**src/rtl/crt_pkg.sv**
```systemverilog
// CRT controller register-file package: CR index map, CR07 protection mask,
// packed-image geometry and the index-to-slot lookup shared by the RTL.
package crt_pkg;

  // CR index map (VGA CRT controller)
  localparam logic [7:0] CR_HTOTAL  = 8'h00;
  localparam logic [7:0] CR_HDEND   = 8'h01;
  localparam logic [7:0] CR_HBSTART = 8'h02;
  localparam logic [7:0] CR_HBEND   = 8'h03;
  localparam logic [7:0] CR_HSSTART = 8'h04;
  localparam logic [7:0] CR_HSEND   = 8'h05;
  localparam logic [7:0] CR_VTOTAL  = 8'h06;
  localparam logic [7:0] CR_OVFL    = 8'h07;
  localparam logic [7:0] CR_PRESET  = 8'h08;
  localparam logic [7:0] CR_MAXSCAN = 8'h09;
  localparam logic [7:0] CR_CSTART  = 8'h0A;
  localparam logic [7:0] CR_CEND    = 8'h0B;
  localparam logic [7:0] CR_VSSTART = 8'h10;
  localparam logic [7:0] CR_VSEND   = 8'h11;
  localparam logic [7:0] CR_VDEND   = 8'h12;
  localparam logic [7:0] CR_OFFSET  = 8'h13;
  localparam logic [7:0] CR_ULOC    = 8'h14;
  localparam logic [7:0] CR_VBSTART = 8'h15;
  localparam logic [7:0] CR_VBEND   = 8'h16;
  localparam logic [7:0] CR_MODE    = 8'h17;
  localparam logic [7:0] CR_LCMP    = 8'h18;

  // Packed image geometry: 20 byte slots
  localparam int CRT_REGS_W = 160;
  localparam int NUM_SLOTS  = CRT_REGS_W / 8;
  localparam int SLOT_W     = 5;

  // Slots with special handling
  localparam logic [SLOT_W-1:0] SLOT_CR06 = 5'd6;
  localparam logic [SLOT_W-1:0] SLOT_CR07 = 5'd7;
  localparam logic [SLOT_W-1:0] SLOT_CR11 = 5'd13;

  // Bits of CR07 held while CR11[7] write protection is active (bit 4 stays writable)
  localparam logic [7:0] CR07_PROT_MASK = 8'hEF;

  typedef struct packed {
    logic              hit;   // index is a mapped data register
    logic [SLOT_W-1:0] slot;  // byte slot in the packed image
  } cr_slot_t;

  // Map a CR index onto its packed-image byte slot; CR13 and 0C-0F/19+ are unmapped.
  function automatic cr_slot_t cr_slot(input logic [7:0] index);
    cr_slot_t s;
    s.hit  = 1'b1;
    s.slot = '0;
    if (index <= CR_CEND) begin
      s.slot = index[SLOT_W-1:0];
    end else if (index >= CR_VSSTART && index <= CR_VDEND) begin
      s.slot = index[SLOT_W-1:0] - 5'd4;
    end else if (index >= CR_ULOC && index <= CR_LCMP) begin
      s.slot = index[SLOT_W-1:0] - 5'd5;
    end else begin
      s.hit = 1'b0;
    end
    return s;
  endfunction

endpackage

```
**src/rtl/crt_vint.sv**
```systemverilog
// Vertical-retrace interrupt: vsync rising-edge detector plus pending flag.
// Instantiated only when CRT_VINT_EN is defined.
module crt_vint (
  input  logic h_hclk,
  input  logic h_reset,
  input  logic vsync_i,      // vertical sync, synchronous to h_hclk
  input  logic vint_en_i,    // registered CR11[4]: 0 holds pending clear
  input  logic vint_mask_i,  // registered CR11[5]: masks the request only
  input  logic vint_clr_i,   // CR11 write with bit 4 = 0 this cycle
  output logic vint_pend_o,
  output logic c_vint_o
);

  logic vsync_q;
  logic pend_q, pend_d;

  // Pending next state: clear dominates a coincident vsync edge
  always_comb begin
    // NOTE: default first so every path assigns pend_d and no latch is inferred.
    pend_d = pend_q;
    if (vint_clr_i || !vint_en_i) begin
      pend_d = 1'b0;
    end else if (vsync_i && !vsync_q) begin
      pend_d = 1'b1;
    end
  end

  // vsync history and pending flag
  always_ff @(posedge h_hclk) begin
    // NOTE: non-blocking assignments so every flop samples pre-edge values.
    if (h_reset) begin
      vsync_q <= 1'b0;
      pend_q  <= 1'b0;
    end else begin
      vsync_q <= vsync_i;
      pend_q  <= pend_d;
    end
  end

  assign vint_pend_o = pend_q;
  assign c_vint_o    = pend_q & ~vint_mask_i;

endmodule

```
**src/rtl/crt_reg_file.sv**
```systemverilog
// CRT controller data-register file: CR00-CR0B and CR10-CR18 (no CR13),
// CR11[7] write protection, registered high-lane read data, packed image
// for the timing generators.
// Optional feature macro: CRT_VINT_EN enables the vertical-retrace interrupt;
// without it vint_pend/c_vint are tied low while CR11[5:4] remain storable.
module crt_reg_file
  import crt_pkg::*;
(
  input  logic                  h_hclk,
  input  logic                  h_reset,
  input  logic [7:0]            crtc_index,
  input  logic                  trim_wr,
  input  logic                  crt_data_hit,
  input  logic                  crt_mod_rd_en_hb,
  input  logic [15:0]           h_io_dbus,
  input  logic                  vsync,
  output logic [7:0]            crt_rd_data,
  output logic [CRT_REGS_W-1:0] crt_regs,
  output logic                  vint_pend,
  output logic                  c_vint
);

  logic [7:0] regs_q [NUM_SLOTS];
  logic [7:0] regs_d [NUM_SLOTS];
  logic [7:0] rd_data_q, rd_data_d;

  cr_slot_t   sel;
  logic [7:0] wdata;
  logic       wr_en;
  logic [7:0] cr11_q;
  logic       protect;

  assign sel     = cr_slot(crtc_index);
  assign wdata   = h_io_dbus[15:8];
  assign wr_en   = trim_wr & crt_data_hit;
  assign cr11_q  = regs_q[SLOT_CR11];
  assign protect = cr11_q[7];

  // Register write path with CR11[7] protection of CR00-CR07
  always_comb begin
    regs_d = regs_q;
    if (wr_en && sel.hit) begin
      if (protect && sel.slot == SLOT_CR07) begin
        regs_d[SLOT_CR07] = (regs_q[SLOT_CR07] & CR07_PROT_MASK) |
                            (wdata & ~CR07_PROT_MASK);
      end else if (!(protect && sel.slot <= SLOT_CR06)) begin
        regs_d[sel.slot] = wdata;
      end
    end
  end

  // Read data: loads on a high-lane read from pre-write contents, holds otherwise
  always_comb begin
    rd_data_d = rd_data_q;
    if (crt_mod_rd_en_hb) begin
      rd_data_d = sel.hit ? regs_q[sel.slot] : 8'h00;
    end
  end

  // Register file and read-data state
  always_ff @(posedge h_hclk) begin
    if (h_reset) begin
      // NOTE: the whole file is reset because the timing generators consume
      // every byte directly; this is flops, not an inferred RAM.
      for (int i = 0; i < NUM_SLOTS; i++) regs_q[i] <= 8'h00;
      rd_data_q <= 8'h00;
    end else begin
      for (int i = 0; i < NUM_SLOTS; i++) regs_q[i] <= regs_d[i];
      rd_data_q <= rd_data_d;
    end
  end

  assign crt_rd_data = rd_data_q;

  // Packed image: byte k is slot k
  for (genvar g = 0; g < NUM_SLOTS; g++) begin : g_image
    assign crt_regs[g*8 +: 8] = regs_q[g];
  end

`ifdef CRT_VINT_EN
  logic cr11_clr;
  logic unused_lo_lane;

  assign cr11_clr       = wr_en & (crtc_index == CR_VSEND) & ~wdata[4];
  assign unused_lo_lane = ^h_io_dbus[7:0];

  crt_vint u_vint (
    .h_hclk      (h_hclk),
    .h_reset     (h_reset),
    .vsync_i     (vsync),
    .vint_en_i   (cr11_q[4]),
    .vint_mask_i (cr11_q[5]),
    .vint_clr_i  (cr11_clr),
    .vint_pend_o (vint_pend),
    .c_vint_o    (c_vint)
  );
`else
  logic unused_vint_inputs;

  assign unused_vint_inputs = ^{h_io_dbus[7:0], vsync};
  assign vint_pend          = 1'b0;
  assign c_vint             = 1'b0;
`endif

endmodule
```
**config.mk**
```make
export PLATFORM = sky130hd
export DESIGN_NAME = crt_reg_file
export DESIGN_NICKNAME = d
export VERILOG_FILES = /design/src/rtl/crt_pkg.sv /design/src/rtl/crt_vint.sv /design/src/rtl/crt_reg_file.sv
export SDC_FILE = /design/constraint.sdc
export NUM_CORES = 1
export LEC_CHECK = 0
export ABC_AREA = 1
export CAP_MARGIN = 20
export CORE_MARGIN = 5
export CORE_UTILIZATION = 30
export CTS_CLUSTER_SIZE = 8
export DETAILED_ROUTE_END_ITERATION = 16
export PLACE_DENSITY_LB_ADDON = 0.08
export SETUP_SLACK_MARGIN = 0.15
export SYNTH_ARGS = -nofsm -noshare
export SYNTH_HDL_FRONTEND = slang
export SYNTH_HIERARCHICAL = 1
export SYNTH_SLANG_ARGS = --single-unit
```
**constraint.sdc**
```tcl
create_clock -name h_hclk -period 4.6 [get_ports h_hclk]
set_input_delay 1.15 -clock h_hclk [delete_from_list [all_inputs] [get_ports h_hclk]]
set_output_delay 1.15 -clock h_hclk [all_outputs]
set_load 0.01 [all_outputs]
```
==> run metrics <==
outcome=finished, final reports clean; NumNets Final=1597; Slew HR=32.4%; Max Cap Viol=0; DR pass1 iterations=5; CP most frequent cell=nand2_1; fin util=40.1%; global-route wire length before repair=54.6 mm; commonest non-fill, non-tap cell in the layout=nand2_1; Post-Route Skew=0.0152 ns; worst-case clock buffer depth=2; Crit. End Element=register; synth unique cells=31; DR WL/cell=~18 um; worst vdd ir=roughly 210 uV; Die Wd=approximately 180 um; HPWL after DPL=roughly 25 mm; share of cells above drive strength 1=around 7.9%; commonest non-fill, non-tap cells in the layout=nand2_1, clkdlybuf4s50_1, dfxtp_1; Startpoint Class=input pin; FF+latch count, synth=roughly 170; Core ar.=between 20000 and 30000 um^2; TritonCTS buffer count=17; final hold viol count=0; drt total wl=between 30 and 40 mm; Ys Warns=6; cell family with most CP delay=buffers and inverters; Mapped Cells=~1400; post_cts resized=0; # IOs=200; Worst R2R Path Depth=6; Crit path arrival time=4.25 ns; GRT Util Overall=21.1%; vias in the first global route=8939; Worst Tran Pin Value=a little over 1 ns; H-tree Lvls=4; via density per instance=approximately 4.8; Vias=around 9400; Seq/Total Area, Yosys=37.7%; Worst-path clk slew=~0.070 ns; Iter 0 DRT Violations=approximately 700; Final Cycle Share=84.6%; # rows=63; Max Fclk=~260 MHz; Stages on worst setup path=18; FF-to-FF setup slack=~2.8 ns; GP Congestion=0.831; worst-path fanout max=29; clk root buf=clkbuf_16; Worst Hold End=crt_rd_data[0]; critical path class=input pin to register; worst hold path type=register to register; hold path depth=2; Die Footprint=around 33000 um^2; Hold-fix buffers, CTS=0; largest net degree at the start of global routing=84; diodes inserted=0; IO Port Bufs=between 150 and 200; slowest CP cell=clkdlybuf4s50_1; area grow syn2layout=32.6%; Req. time, crit path=around 5 ns; Initial Util=just over 30%; Max Slew Vio Count=0; # fillers=approximately 3200; antenna violations before repair=0; later-pin clock latency in the skew report=roughly 0.45 ns; Cell Pwr Density=approximately 270 nW/um^2; CP max stage delay=roughly 0.55 ns; FF-to-FF Start=cr11_q[7]; Worst Hold Launch=crt_rd_data[0]; die height=182 um; Buffers & Inverters on Critical Path=5; Setup-failing EPs final=0; synthesized area=just under 9000 um^2; TritonCTS clock tree=built; P_leak=roughly 4.7 nW; critical-path cell list=clkdlybuf4s50_1 > inv_1 > ha_1 > inv_1 > a21oi_1 > nor2_2 > nand2_1 > nor2_1 > o21ai_4 > inv_2 > buf_4 > nand2_1 > nand2_1 > nand2_1 > nand2_1 > nor2_1 > nand2_1 > a21oi_1; gr ovfl total=0; RSZ-0062 raised after global routing=no; Setup TNS=0 ns; DRC=0; R2R Path End=crt_regs[72]; clk sinks=between 150 and 200; Post-DRT Antenna Nets=0; average cell area after synthesis=approximately 6.4 um^2; min Tclk post-route=3.89 ns; number of setup buffers added after CTS=0
[flip-flops by register name, summed over array words and instances, names as in the netlist]
| signal | cells |
|---|---|
| crt_rd_data | 8 |
| crt_regs | 152 |
| cr11_q | 8 |
[how the worst max path moves through the flow]
| stage | startpoint | end | slack, ns |
|---|---|---|---|
| final | crtc_index[2] | crt_rd_data[4] | 0.71 |
| after global routing | crtc_index[2] | crt_regs[72] | 0.39 |
| after CTS | crtc_index[2] | crt_rd_data[4] | 0.74 |
| after detailed placement | crtc_index[2] | crt_regs[26] | 0.29 |
| after global placement | crtc_index[2] | crt_rd_data[4] | 0.32 |
| after floorplan | crtc_index[3] | crt_regs[47] | 1.49 |
[synth_stat cells]
cell	number	area (um^2)
nand2_1	589	2210
dfxtp_1	168	3360
a21oi_1	151	756
inv_1	110	413
nor2_1	104	390
o21ai_0	53	265
clkbuf_1	45	169
nand3b_1	36	270
nand3_1	35	175
nand2_2	15	93.8
buf_2	14	70.1
inv_2	12	45.0
nor3_4	10	163
buf_1	9	33.8
nand4_2	9	113
buf_4	8	60.1
ha_1	8	100
nor2_4	4	45.0
nand2_4	2	22.5
nand3_2	2	20.0
nand4_4	2	42.5
nor2_2	2	12.5
o21ai_1	2	10.0
xor2_1	2	17.5
a21o_1	1	7.51
a21oi_4	1	16.3
conb_1	1	3.75
nand3_4	1	17.5
nand4_1	1	6.26
nor3_1	1	5.00
o21ai_2	1	8.76
[tightest hold or removal path, delay by kind of cell (launching register included)]
family	cells	cell delay [ns]
DFF	1	0.31
and+or+nand+nor	1	0.06
AOI/OAI and AO/OA	1	0.06
[area by class of cell]
class	count	area [um^2]	share of cell area, %
clock inverter	14	144	1.22
sequential	168	3360	28.4
clock buffer	18	439	3.71
multi-input combinational	1034	4800	40.5
timing repair buffer	216	2150	18.1
inverter	122	458	3.87
tap	390	488	4.12
[routing by layer]
metal / global-route usage, % / wire length [um] / vias up
li1: - / - / 4694
met1: 29.7 / 16900 / 4333
met2: 33.2 / 16200 / 298
met3: 5.18 / 2390 / 27
met4: 4.11 / 401 / 0
met5: 0 / 0 / -
[cells by family (layout without fill, tap and decap cells)]
| kind of cell | count (synthesis) | after routing | share of synthesized area, % |
|---|---|---|---|
| and+or+nand+nor | 813 | 813 | 40.2 |
| AOI/OAI and AO/OA | 209 | 209 | 11.9 |
| buffers and inverters | 198 | 370 | 8.86 |
| DFF | 168 | 168 | 37.7 |
| adders and majority gates | 8 | 8 | 1.12 |
| xor gates and xnor gates | 2 | 2 | 0.196 |
| other | 1 | 2 | 0.0420 |
[power by group]
part,switching (mW),internal (mW)
registers,0.00143,1.45
logic,0.217,0.0824
clock network,0.727,0.743
[metrics by stage]
stage	std cells	setup slack [ns]	total power [mW]	hold WS (ns)	instance area (um^2)
3_5_place_dp	1930	0.288	1.79	0.459	11300
5_1_grt	1962	0.385	3.34	0.494	11800
4_1_cts	1962	0.738	3.25	0.469	11800
2_1_floorplan	1400	1.49	1.67	0.488	8930
6_report	1962	0.708	3.22	0.472	11800
3_3_place_gp	1929	0.324	1.79	0.455	11200
No activity file was read; power rests on OpenSTA's default activity.
